===== src/rtl/instr_fetch.sv =====
// ---------------------------------------------------------------------------
// instr_fetch
//
// Instruction fetch stage between a 32-word synchronous-read instruction RAM
// and the decoder. Owns the program counter, keeps the RAM permanently in
// read mode, hides the RAM's one-cycle registered read latency and hands
// words to decode over a valid/ready handshake. A one-word skid register
// keeps the presented word stable through decode stalls, and a later stage
// can redirect fetch with a single-cycle branch pulse.
//
// Ports
//   clk            system clock, all state updates on the rising edge
//   rst_n          synchronous active-low reset
//   en             run enable; 0 stops new fetches (a presented word drains)
//   mem_address    RAM address, always the fetch pc register
//   mem_we         RAM mode select, tied to 1 (read)
//   mem_rdata      RAM read data = mem[address sampled at the previous edge]
//   instr          word to decode (skid copy while stalled, else RAM data)
//   instr_pc       address of instr
//   instr_valid    instr / instr_pc are valid
//   dec_ready      decoder accepts; transfer = instr_valid && dec_ready
//   branch_valid   single-cycle redirect request
//   branch_target  redirect address (out-of-range targets restart at 0)
// ---------------------------------------------------------------------------
module instr_fetch #(
  parameter int data_length = 32,
  parameter int mem_length  = 32,
  parameter int RESET_PC    = 0,
  localparam int A = (mem_length > 1) ? $clog2(mem_length) : 1
) (
  input  logic                   clk,
  input  logic                   rst_n,
  input  logic                   en,
  output logic [A-1:0]           mem_address,
  output logic                   mem_we,
  input  logic [data_length-1:0] mem_rdata,
  output logic [data_length-1:0] instr,
  output logic [A-1:0]           instr_pc,
  output logic                   instr_valid,
  input  logic                   dec_ready,
  input  logic                   branch_valid,
  input  logic [A-1:0]           branch_target
);

  // -------------------------------------------------------------------------
  // State
  // -------------------------------------------------------------------------
  logic [A-1:0]           fetch_pc_reg,   fetch_pc_next;
  logic [A-1:0]           rd_pc_reg,      rd_pc_next;
  logic                   rd_valid_reg,   rd_valid_next;
  logic                   skid_valid_reg, skid_valid_next;
  logic [data_length-1:0] skid_instr_reg, skid_instr_next;

  // -------------------------------------------------------------------------
  // Helpers
  // -------------------------------------------------------------------------
  logic         advance;
  logic         stall;
  logic         drain;
  logic         target_in_range;
  logic [A-1:0] fetch_pc_inc;

  // A new fetch can be issued whenever the output slot is empty or is being
  // emptied this cycle by the decoder.
  assign advance = en && (!rd_valid_reg || dec_ready);
  assign stall   = rd_valid_reg && !dec_ready;
  assign drain   = rd_valid_reg && dec_ready && !en;

  // Comparison done at 32 bits so that a non-power-of-two memory can still
  // detect targets past the last word; for power-of-two sizes it folds away.
  assign target_in_range = (32'(branch_target) < mem_length);

  // Sequential fetch wraps from the last word back to word 0.
  assign fetch_pc_inc = (32'(fetch_pc_reg) == (mem_length - 1)) ? '0
                                                                : fetch_pc_reg + A'(1);

  // -------------------------------------------------------------------------
  // Next-state logic, first matching condition wins:
  //   branch > advance > stall > drain > hold
  // -------------------------------------------------------------------------
  always_comb begin
    fetch_pc_next   = fetch_pc_reg;
    rd_pc_next      = rd_pc_reg;
    rd_valid_next   = rd_valid_reg;
    skid_valid_next = skid_valid_reg;
    skid_instr_next = skid_instr_reg;

    if (branch_valid) begin
      // Redirect throws away whatever is presented or parked in the skid.
      // A transfer happening in this same cycle has already been taken by
      // the decoder, so nothing is lost.
      fetch_pc_next   = target_in_range ? branch_target : '0;
      rd_valid_next   = 1'b0;
      skid_valid_next = 1'b0;
    end else if (advance) begin
      // The RAM samples fetch_pc at this edge, so next cycle mem_rdata
      // holds exactly the word at rd_pc.
      rd_pc_next      = fetch_pc_reg;
      rd_valid_next   = 1'b1;
      skid_valid_next = 1'b0;
      fetch_pc_next   = fetch_pc_inc;
    end else if (stall) begin
      // fetch_pc already points one word ahead, and the RAM keeps reading
      // it every stalled cycle, so mem_rdata changes after the first stall
      // edge. The presented word must be copied at that first edge.
      if (!skid_valid_reg) begin
        skid_instr_next = mem_rdata;
        skid_valid_next = 1'b1;
      end
    end else if (drain) begin
      // Fetch disabled and the last word just went out.
      rd_valid_next   = 1'b0;
      skid_valid_next = 1'b0;
    end
  end

  // -------------------------------------------------------------------------
  // Registers
  // -------------------------------------------------------------------------
  always_ff @(posedge clk) begin
    if (!rst_n) begin
      fetch_pc_reg   <= A'(RESET_PC);
      rd_pc_reg      <= '0;
      rd_valid_reg   <= 1'b0;
      skid_valid_reg <= 1'b0;
      skid_instr_reg <= '0;
    end else begin
      fetch_pc_reg   <= fetch_pc_next;
      rd_pc_reg      <= rd_pc_next;
      rd_valid_reg   <= rd_valid_next;
      skid_valid_reg <= skid_valid_next;
      skid_instr_reg <= skid_instr_next;
    end
  end

  // -------------------------------------------------------------------------
  // Outputs
  // -------------------------------------------------------------------------
  assign mem_address = fetch_pc_reg;
  assign mem_we      = 1'b1;
  assign instr_pc    = rd_pc_reg;
  assign instr_valid = rd_valid_reg;

  // While stalled the skid copy is the authoritative word; once released the
  // RAM output already carries the word at rd_pc, so there is no bubble.
  generate
    for (genvar gi = 0; gi < data_length; gi++) begin : g_instr_mux
      assign instr[gi] = skid_valid_reg ? skid_instr_reg[gi] : mem_rdata[gi];
    end
  endgenerate

endmodule


===== config.mk =====
export PLATFORM = sky130hd
export DESIGN_NAME = instr_fetch
export DESIGN_NICKNAME = d
export VERILOG_FILES = /design/src/rtl/instr_fetch.sv
export SDC_FILE = /design/constraint.sdc
export NUM_CORES = 1
export LEC_CHECK = 0
export CORE_MARGIN = 2
export CORE_UTILIZATION = 47
export CTS_BUF_LIST = sky130_fd_sc_hd__clkbuf_4 sky130_fd_sc_hd__clkbuf_8 sky130_fd_sc_hd__clkbuf_16
export CTS_CLUSTER_DIAMETER = 60
export CTS_CLUSTER_SIZE = 40
export DETAILED_ROUTE_END_ITERATION = 8
export GPL_TIMING_DRIVEN = 1
export PLACE_DENSITY = 0.86
export SLEW_MARGIN = 20
export SYNTH_ARGS = -nofsm -noshare
export SYNTH_HDL_FRONTEND = slang
export SYNTH_SLANG_ARGS = --single-unit

===== constraint.sdc =====
create_clock -name clk -period 2.37 [get_ports clk]
set_input_delay 0.474 -clock clk [delete_from_list [all_inputs] [get_ports clk]]
set_output_delay 0.474 -clock clk [all_outputs]
set_load 0.01 [all_outputs]

After elaboration in Yosys (flattened, before gate mapping). Index checks and enable logic that the tools add are counted. Widths: inputs -> output; s select.

Flip-flop bits (word level): 44. Bits in latches: 0. Memory bits (writable): 0. Memory bits (read-only): 0. Input port bits: 42. Output and inout bits: 44. Logic and storage cells: 67. Memories kept: 0.

Add/subtract/negate cells: 1. Multiply operators: 0. Div/mod/pow operators: 0. Order comparisons: 0. Equality and inequality tests: 2. Shifts and indexed selects: 0. Mux-type cells: 39. Bitwise operators: 4. Reduce and logical (&&, ||, !) cells: 16.

Operators with widths (number): $mux 1 (36); $mux 5 (3); $reduce_bool 2->1 (3); $add 5x1->5 const B (1); $eq 5x5->1 const B (1); $logic_and 1x1->1 (4); $not 1->1 (4); $reduce_and 2->1 (2); $reduce_and 4->1 (1); $logic_not 1->1 (3); $reduce_or 3->1 (1); $ne 2x2->1 const B (1); $reduce_or 2->1 (1); $logic_or 1x1->1 (1).

Longest topological paths before layout.
Depth in word-level cells: 5. Gate-level depth with buffers: 6.

Least setup slack after synthesis. No wires, ideal clock.

Path type: register -> register. Start: register fetch_pc_reg[0], in the netlist mem_address[0]. End: register fetch_pc_reg[2], in the netlist mem_address[2]. Library setup time: 0.074 ns. Arrival: 1.590 ns. Path slack: 0.706 ns. Stages on the path, launching flop included: 6. Path buffers: 0. Cell sequence: dfxtp_1 ha_1 and3_1 ha_1 or4b_1 a31oi_1.

Longest elaborated chain between the ends: 4.

Ends and longest elaborated chain: from (decl) (line 48) `logic [A-1:0] fetch_pc_reg, fetch_pc_next;`; from (signal assigned) (line 122) `fetch_pc_reg <= A'(RESET_PC);`; from (signal assigned) (line 128) `fetch_pc_reg <= fetch_pc_next;`; $add 5x1->5 / $eq 5x5->1 (equally long branches) (line 75, 74); $mux 5 (*) (line 74) `assign fetch_pc_inc = (32'(fetch_pc_reg) == (mem_length - 1)) ? '0`; $mux 5 (*) (line 95) `end else if (advance) begin`; $mux 5 (*) (line 88) `if (branch_valid) begin`.

Every way passes the cells marked *; elsewhere a longest branch is shown, timed or not. The select of a mux whose other input is x is not followed. A chain may end at the register's enable or synchronous reset.

Worst setup path after layout.
Start: register skid_valid_reg. End: output instr[20].

Longest elaborated chain between the ends: 1.

Ends and longest elaborated chain: from (decl) (line 51) `logic skid_valid_reg, skid_valid_next;`; from (signal assigned) (line 131) `skid_valid_reg <= skid_valid_next;`; $mux 1 (line 148) `assign instr[gi] = skid_valid_reg ? skid_instr_reg[gi] : mem_rdata[gi];`; to (decl) (line 37) `output logic [data_length-1:0] instr,`.

Every way passes these cells.

==> flow_summary.ini <==
[power]
power.density_nw_per_um2 = 520
seqPwrFrac_pct = 47.4
switchingPower_uw = 363
combPwrFrac_pct = 17.6
vdd_ir_drop_max_mv = 0.366
p_int_uw = 1260
power.share.clock_pct = 35.0
leakagePower_uw = 0.00115
netSwitchingFraction_pct = 22.3

[synth]
synth_cell_types = 30
synth_compound_area_share_pct = 14.6
synth-simple-area-share_pct = 17.4
synth_xor_area_share_pct = 0.407
synth_area_sq_um = 2150
muxShareOfSynthArea_pct = 20.0
ys_seq_area_share_pct = 40.9
yosysWarningCount = 0
syn-instance-count = 236
synth_top_family_by_area = multiplexers
syn_nets = 280
synthAdderAreaFrac_pct = 1.16
post_synth.cell_area_avg_sq_um = 9.12
ys_ff_latch = 44

[drt]
vias = 1931
first_pass_iters = 6
drt-initial-drc-count = 86
wl_per_cell_microns = 13.8
final_antenna_net_count = 0
drc_errors = 0
wirelength_mm = 5.11
viasPerCell = 5.20

[die]
die_h_microns = 71.7
core-area_sq_um = 4380
io_pins = 86
rows = 24
dieArea_sq_um = 5140
start_util_pct = 49.1
die_w_microns = 71.7

[worst_setup_path]
slowest_stage = clkdlybuf4s50_1
critPathBufInv = 2
cp_max_fo = 20
critPathKind = flip-flop to output pin
worstSetupStartpointType = flip-flop
crit_chain = buf_4, mux2_2, clkdlybuf4s50_1
endpoint_kind = output pin
path_delay_family = buffers and inverters
max_stage_delay_ns = 0.49
crit_arrival_ns = 1.78
cp.required_ns = 1.90

[clock_tree]
holdBufCountCts = 0
cts_resized = 0
cts_tree = yes
insertion_delay_ns = 0.29
cts_max_path_buffers = 2
ctsRootBufferMaster = clkbuf_8
clock_sinks = 44
h-tree-depth = 2
cts_setup_buffers = 0
cts.clk_slew.worst_paths_ns = 0.08
numCtsBuffers = 5

[global_route]
antenna_found_initial = 0
track_usage_pct = 20.6
grt_overflow_total = 0
grt_pass1_wl_mm = 8.36
grt_pass1_vias = 1917
grt_max_degree = 44

[cells_and_area]
largest_register_ffs = 32
area_growth_pct = 45.4
drive_gt1_share_pct = 16.3
mostFrequentLayoutCell = clkdlybuf4s50_1
fin_nets = 362
utilization_pct = 71.4
n_antenna_cell = 0
final_cell_mix = clkdlybuf4s50_1 (84), nand2_1 (67), dfxtp_1 (44), mux2_2 (32), a21boi_1 (30)

[run]
cap_violations = 0

[placed_design]
dp_hpwl_mm = 3.59
gp_routability_congestion = 0.756
portBuffers = 84
dp_slack_ns = 0.231

[min_path]
hold_path_class = flip-flop to flip-flop

[timing]
finalHoldViolCount = 0
rsz0062_at_grt = false
maxSlewViolCount = 0
setup_tns_ns = 0
fin_crit_sh_pct = 94.9
period_needed_ns = 2.25
skew_ns = 0.00248
setup_viol = 0
fin_ws_ns = 0.121
max_freq_ghz = 0.445

[status]
status = finished clean
## cell usage after synthesis
master    instances  share of area (%)
clkbuf_1          5               0.87
inv_1             2               0.35
and2_1            1               0.29
a31oi_1           2               0.58
buf_4             1               0.35
conb_1            1               0.17
a21boi_1         30                 10
mux2i_1           7                3.3
buf_2             7                1.6
nand2b_4          1               0.64
o21ai_0           5                1.2
nand2_4           1               0.52
nor2b_1           5                1.5
o21a_1            1               0.35
nor3_2            1               0.47
nand3_1           2               0.47
mux2_2           32                 17
a21oi_1           4               0.93
a31o_2            1               0.41
nand2_1          67                 12
ha_1              2                1.2
nor2_1            2               0.35
buf_6             4                2.1
xor2_1            1               0.41
nor3_1            1               0.23
dfxtp_1          44                 41
or3_1             2               0.58
or4b_1            1               0.47
and3_1            1               0.29
a21boi_0          2               0.70
## logic make-up after synthesis
logic type	count (synthesis)
AOI/OAI and AO/OA	45
muxes	39
and+or+nand+nor	85
xor gates and xnor gates	1
buffers and inverters	19
DFF	44
adders and majority gates	2
other	1
## tightest hold or removal path, cell delays in order, from the launching register on
cell and delay, ns:
dfxtp_1 0.31, nand2_1 0.05, a21boi_1 0.05
## power groups by stage
stage / Combinational (uW) / Sequential [uW] / Clock, uW
after floorplan: 115 / 790 / 0
after CTS: 290 / 771 / 583
after global routing: 308 / 774 / 616
after global placement: 283 / 788 / 0
after detailed placement: 288 / 788 / 0
final: 286 / 771 / 570
## through the flow
stage / area, sq um / hold WS [ns] / total power [uW] / cells
after global routing: 3130 / 0.476 / 1700 / 371
after floorplan: 2150 / 0.432 / 904 / 236
final: 3130 / 0.455 / 1630 / 371
after detailed placement: 3020 / 0.444 / 1080 / 363
after CTS: 3130 / 0.456 / 1640 / 371
after global placement: 3020 / 0.437 / 1070 / 363
## metal layers
metal / share of wire (%) / vias to the layer above / track usage [%]
li1: - / 962 / -
met1: 42 / 892 / 23.9
met2: 49 / 71 / 35.8
met3: 7.8 / 6 / 6.33
met4: 1.2 / 0 / 7.13
met5: 0 / - / 0
## path summary, 6_finish.rpt
check | start | to | slack, ns | depth (start not counted)
worst max-delay path | skid_valid_reg | instr[20] | 0.12 | 3
worst min register to register | skid_instr_reg[11] | skid_instr_reg[11] | 0.45 | 2
worst max register to register | mem_address[0] | mem_address[2] | 0.59 | 5
worst min-delay path | skid_instr_reg[11] | skid_instr_reg[11] | 0.45 | 2
## layout make-up
class,count,area [sq um]
Inverter,2,7.51
Tap cell,52,65.1
Clock inverter,2,35.0
Multi-Input combinational cell,173,1160
Clock buffer,6,76.3
Sequential cell,44,881
Timing Repair Buffer,92,901
Fill cell,350,1250
No activity file was read; power rests on OpenSTA's default activity.
